**config.mk**
```make
export PLATFORM = sky130hd
export DESIGN_NAME = parambuttondebouncer
export DESIGN_NICKNAME = d
export VERILOG_FILES = /design/src/rtl/parambuttondebouncer.sv
export SDC_FILE = /design/constraint.sdc
export NUM_CORES = 1
export LEC_CHECK = 0
export CORE_UTILIZATION = 47
export DETAILED_ROUTE_END_ITERATION = 8
export PLACE_DENSITY = 0.7
export SETUP_SLACK_MARGIN = 0.5
export SLEW_MARGIN = 5
export SYNTH_ARGS = -nofsm -noshare
export SYNTH_HDL_FRONTEND = slang
export SYNTH_SLANG_ARGS = --single-unit
```
**constraint.sdc**
```tcl
create_clock -name IPTCLK -period 1.25 [get_ports IPTCLK]
set_input_delay 0.25 -clock IPTCLK [delete_from_list [all_inputs] [get_ports IPTCLK]]
set_output_delay 0.25 -clock IPTCLK [all_outputs]
set_load 0.1 [all_outputs]
```
**src/rtl/parambuttondebouncer.sv**
```systemverilog
// Multi-channel push-button debouncer: sync chain, stability counter, press/release pulses per channel.
// Latency: SYNCSTAGES + THRESH rising edges from first sampling of a new stable level to OUTBTN/pulse.
// No backpressure: free-running, one new sample per channel every cycle.
//
// Ports:
//   IPTCLK      system clock, all state on rising edge
//   IPTRSTN     asynchronous active-low reset (release synchronous to IPTCLK at board level)
//   IPTBTN      raw asynchronous button levels, one bit per channel
//   OUTBTN      debounced level per channel, 1 = pressed
//   OUTPRESS    one-cycle pulse in the first cycle OUTBTN[i] reads 1
//   OUTRELEASE  one-cycle pulse in the first cycle OUTBTN[i] reads 0
//   OUTANY      OR of OUTBTN
module parambuttondebouncer #(
    parameter int CHANNELS   = 4,
    parameter int CNTBITS    = 4,
    parameter int THRESH     = 15,
    parameter int SYNCSTAGES = 2,
    parameter int ACTIVELOW  = 0
) (
    input  logic                IPTCLK,
    input  logic                IPTRSTN,
    input  logic [CHANNELS-1:0] IPTBTN,
    output logic [CHANNELS-1:0] OUTBTN,
    output logic [CHANNELS-1:0] OUTPRESS,
    output logic [CHANNELS-1:0] OUTRELEASE,
    output logic                OUTANY
);

    // Inverting ahead of the synchroniser makes a reset-zeroed chain mean "released"
    // regardless of button polarity.
    localparam logic [CHANNELS-1:0] INV_MASK = (ACTIVELOW != 0) ? {CHANNELS{1'b1}} : {CHANNELS{1'b0}};
    localparam logic [CNTBITS-1:0]  LAST_CNT = CNTBITS'(THRESH - 1);

    logic [CHANNELS-1:0] sync_q [SYNCSTAGES];
    logic [CHANNELS-1:0] sync_s;
    logic [CHANNELS-1:0] st_q;
    logic [CNTBITS-1:0]  cnt_q [CHANNELS];
    logic [CHANNELS-1:0] press_q;
    logic [CHANNELS-1:0] release_q;
    logic [CHANNELS-1:0] differ;
    logic [CHANNELS-1:0] accept;

    // Synchroniser chain, stage 0 samples the (polarity-corrected) raw input.
    always_ff @(posedge IPTCLK or negedge IPTRSTN) begin
        if (!IPTRSTN) begin
            for (int i = 0; i < SYNCSTAGES; i++) begin
                sync_q[i] <= '0;
            end
        end else begin
            sync_q[0] <= IPTBTN ^ INV_MASK;
            for (int i = 1; i < SYNCSTAGES; i++) begin
                sync_q[i] <= sync_q[i-1];
            end
        end
    end

    assign sync_s = sync_q[SYNCSTAGES-1];
    assign differ = sync_s ^ st_q;

    // A change is taken on the edge where the counter already shows THRESH-1 earlier
    // disagreeing edges, so THRESH disagreeing edges in a row are needed in total.
    always_comb begin
        accept = '0;
        for (int ch = 0; ch < CHANNELS; ch++) begin
            accept[ch] = differ[ch] && (cnt_q[ch] == LAST_CNT);
        end
    end

    always_ff @(posedge IPTCLK or negedge IPTRSTN) begin
        if (!IPTRSTN) begin
            st_q      <= '0;
            press_q   <= '0;
            release_q <= '0;
            for (int ch = 0; ch < CHANNELS; ch++) begin
                cnt_q[ch] <= '0;
            end
        end else begin
            st_q      <= st_q ^ accept;
            press_q   <= accept & sync_s;
            release_q <= accept & ~sync_s;
            for (int ch = 0; ch < CHANNELS; ch++) begin
                // Any agreeing cycle restarts the count; counter stops at THRESH-1, no wrap.
                if (!differ[ch] || accept[ch]) begin
                    cnt_q[ch] <= '0;
                end else begin
                    cnt_q[ch] <= cnt_q[ch] + 1'b1;
                end
            end
        end
    end

    assign OUTBTN     = st_q;
    assign OUTPRESS   = press_q;
    assign OUTRELEASE = release_q;
    assign OUTANY     = |st_q;

endmodule

```
---- After elaboration in Yosys (flattened, before gate mapping) ----
Index checks and enable logic that the tools add are counted.
storage, ports and cells
  register bits after elaboration ......... 36
  bits in latches ......................... 0
  RAM bits ................................ 0
  ROM bits ................................ 0
  input port bits ......................... 6
  output and inout bits ................... 13
  word-level logic and storage cells ...... 39
  memories ................................ 0
operators by class
  add/subtract/negate cells ............... 4
  multiply operators ...................... 0
  div/mod/pow operators ................... 0
  order comparisons ....................... 0
  equal/unequal tests ..................... 4
  shift operators ......................... 0
  multiplexer cells ....................... 4
  bitwise operators ....................... 5
  reductions and logical operators ........ 13
operator list
  operator                                      count
  adder 4 x 1 -> 4 bit (second input constant)  4
  == test 4 bit (second input constant)         4
  2-to-1 mux 4 bit                              4
  bitwise AND 4 bit                             2
  bitwise XOR 4 bit                             2
  logical AND 1 bit                             4
  logical NOT 1 bit                             4
  logical OR 1 bit                              4
  inverter 4 bit                                1
  OR reduction 4 bit                            1

---- Depth between registers and ports, before layout ----
  depth in word-level cells ............... 4
  gate-level depth with buffers ........... 5
  mapped depth without buffers ............ 5

---- Worst setup path before layout ----
Ideal clock, no wire load.
  kind .................................... flip-flop to output port
  start point ............................. register with a tool-made name
  end point ............................... output OUTANY
  data arrival time ....................... 1.850 ns
  setup slack ............................. -0.850 ns
  cell stages (with the launch flop) ...... 2
  path buffers ............................ 0
  path through ............................ dfrtp_1 > or4_1
RTL lines
  what       line  text
  to (decl)  26    output logic OUTANY

==> flow_summary.json <==
{
  "fp-row-count": 19,
  "syn2layout_area_growth_pct": 69.0,
  "cp.arrival_ns": 1.56,
  "finalMaxSlewViolations": 0,
  "post-dp-hpwl_um": 1460,
  "io-pin-count": 19,
  "wire_per_inst_um": 14.3,
  "drt-pass1-iter-count": 2,
  "fin_worst_hold_slack_ns": 0.276,
  "synth-compound-area-share": 0,
  "sequential_cell_fraction_of_total_power": 0.595,
  "setup_slack_ns": -0.563,
  "synthesis.yosys.warnings": 0,
  "cp-end-kind": "primary output",
  "worst_setup_path_start_kind": "flop",
  "ff2ff_setup_slack_ns": -0.10,
  "cp_top_family": "simple AND/OR/NAND/NOR gates",
  "antennaDiodeCount": 0,
  "drcViolationCount": 0,
  "core_region_area_mm2": 0.00273,
  "vdd_ir_drop_max_mv": 1.35,
  "die_area_mm2": 0.00309,
  "cpPeakStageDelay_ns": 0.55,
  "syn_area_per_cell_um2": 13.4,
  "grt_first_pass_wirelength_um": 4020,
  "die_width_um": 55.6,
  "cts_root_buffer": "clkbuf_4",
  "initial_standard_cell_utilization_of_the_core": 0.493,
  "clkTransAtPathRegs_ns": 0.11,
  "total_global_routing_track_utilization": 0.177,
  "critPathKind": "reg2out",
  "hold_path_class": "in2async",
  "switching_pwr_uw": 528,
  "remaining_antenna_violation_count_after_routing": 0,
  "die_height_um": 55.6,
  "viasPerCell": 4.98,
  "drv.max_cap_violation_count": 0,
  "clkLatencyLatePin_ns": 0.34,
  "seq_area_frac_synth": 0.668,
  "finalHoldViolations": 0,
  "cts.sinks": 36,
  "power.total_uw": 2120,
  "worst_clock_skew_ns": 0.00641,
  "synth_mux_area_frac": 0.0334,
  "clock_tree.buffer_depth": 2,
  "nets": 161,
  "antenna_found_initial": 0,
  "timing.fmax_mhz": 552,
  "drive_gt1_frac": 0.676,
  "unrepaired_setup_endpoints_after_global_routing": "true",
  "power.static_leakage_uw": 0.000956,
  "synth_xor_area_frac": 0.0779,
  "yosys.area_share.simple": 0.135,
  "critPathMaxFanout": 2,
  "port-buffer-count": 18,
  "intPower_uw": 1590,
  "grt_remaining_overflow": 0,
  "route.vias.total": 892,
  "numCtsBuffers": 5,
  "violations": "setup timing",
  "ctsHoldBuffers": 0,
  "worst-endpoint-required_ns": 1.00,
  "synthAdderAreaFrac": 0.0742,
  "synth_fp_nets": 115,
  "crit_path_cell_trace": "or4_4 -> buf_12",
  "finalWeightedCongestion": 0.672,
  "totalWireLength_um": 2560,
  "synth.distinct_cells": 11,
  "cts_tree": "done",
  "synth_top_family_by_area": "simple AND/OR/NAND/NOR gates",
  "pwr-share-clk": 0.303,
  "cts_max_level": 2,
  "grt_pass1_vias": 925,
  "power.share.switching": 0.249,
  "drc_marker_count_from_the_first_detailed_route_iteration": 16,
  "ys_ff_latch": 36,
  "grt_max_degree": 37,
  "pin_slew_with_the_least_headroom_to_its_limit_ns": 0.262,
  "final_setup_violating_endpoints": 13,
  "critPathSlowestCell": "or4_4",
  "synth_area_mm2": 0.00135,
  "power_density_mw_per_mm2": 930,
  "status": "finished with violations",
  "comb_power_share": 0.102,
  "final.fill_count": 150,
  "post_synth_inst_count": 101,
  "critical_path.n_buffers_inverters": 1,
  "max_slew_margin": 0.826,
  "finalCritPeriodShare": 1.45,
  "fin_crit_ns": 1.81
}
## final cells by class
type | count | area [um2] | area share
Inverter | 4 | 15.0 | 0.00659
Sequential cell | 36 | 946 | 0.415
Clock inverter | 2 | 10.0 | 0.00439
Clock buffer | 6 | 51.3 | 0.0225
Multi-Input combinational cell | 61 | 689 | 0.302
Timing Repair Buffer | 39 | 529 | 0.232
Tap cell | 31 | 38.8 | 0.0170
## routing by layer
layer / share of wire / routed length, um / vias to the layer above / global-route usage
li1: - / - / 416 / -
met1: 0.40 / 1030 / 455 / 0.197
met2: 0.55 / 1400 / 19 / 0.293
met3: 0.046 / 118 / 2 / 0.0791
met4: 0.0055 / 14 / 0 / 0.0750
met5: 0 / 0 / - / 0
## path summary, 6_finish.rpt
check,startpoint,to,cells past startpoint
worst max-delay path,flop,OUTANY,2
worst min-delay path,IPTRSTN,OUTRELEASE[1],2
worst max register to register,flop,cnt_q[2],7
worst min register to register,sync_q[7],sync_s[3],0
max in group asynchronous,IPTRSTN,async pin,2
min in group IPTCLK,IPTBTN[3],sync_q[7],1
## repair_timing
action,4_1_cts,5_1_grt
gates resized for setup,14,35
gates cloned,0,0
buffers inserted,11,4
pin swaps,6,11
setup endpoints to repair,41,41
endpoints found under the hold margin,0,0
## synth_stat cells (all sizes together)
cell type,count,area [um2]
ha,8,100
or4,1,7.51
mux2,4,45.0
nor2,16,60.1
nand3,8,40.0
xnor2,4,35.0
inv,4,15.0
dfrtp,36,901
xor2,8,70.1
nor3b,8,60.1
nand2,4,15.0
## power by group through the flow
stage / logic, uW / registers (uW) / clock network (uW)
after detailed placement: 144 / 1270 / 0
after floorplan: 74.0 / 1270 / 0
final: 217 / 1260 / 643
after global placement: 135 / 1270 / 0
after global routing: 245 / 1270 / 725
after CTS: 176 / 1250 / 664
## cells by family after synthesis
kind of cell             after synthesis
buffers and inverters                  4
AND/OR/NAND/NOR                       37
adder cells (fa/ha/maj)                8
XOR/XNOR                              12
flip-flops                            36
multiplexers                           4
## per-stage QoR
| step | util | instance area [um2] | TNS, ns | std cells | worst slack (ns) |
|---|---|---|---|---|---|
| floorplan | - | 1490 | -0.370 | 101 | -0.370 |
| global route | 0.834 | 2280 | -2.59 | 179 | -0.610 |
| global placement | 0.692 | 1890 | -0.184 | 156 | -0.184 |
| detailed placement | 0.692 | 1890 | -0.188 | 156 | -0.188 |
| finish | 0.834 | 2280 | -1.74 | 179 | -0.563 |
| CTS | 0.765 | 2090 | -1.44 | 175 | -0.571 |
## cell usage in the layout, fill, tap and decap left out, types with 5 or more instances in the layout
cell             netlist  layout
buf_4                  0       7
nor2_1                16       7
dfrtp_1               36      24
dfrtp_4                0      12
buf_6                  0      13
nor3b_2                0       8
clkbuf_4               0       5
buf_12                 0      14
clkdlybuf4s50_1        0       5
nor2_2                 0       9
Power figures use the tool's default switching activity.
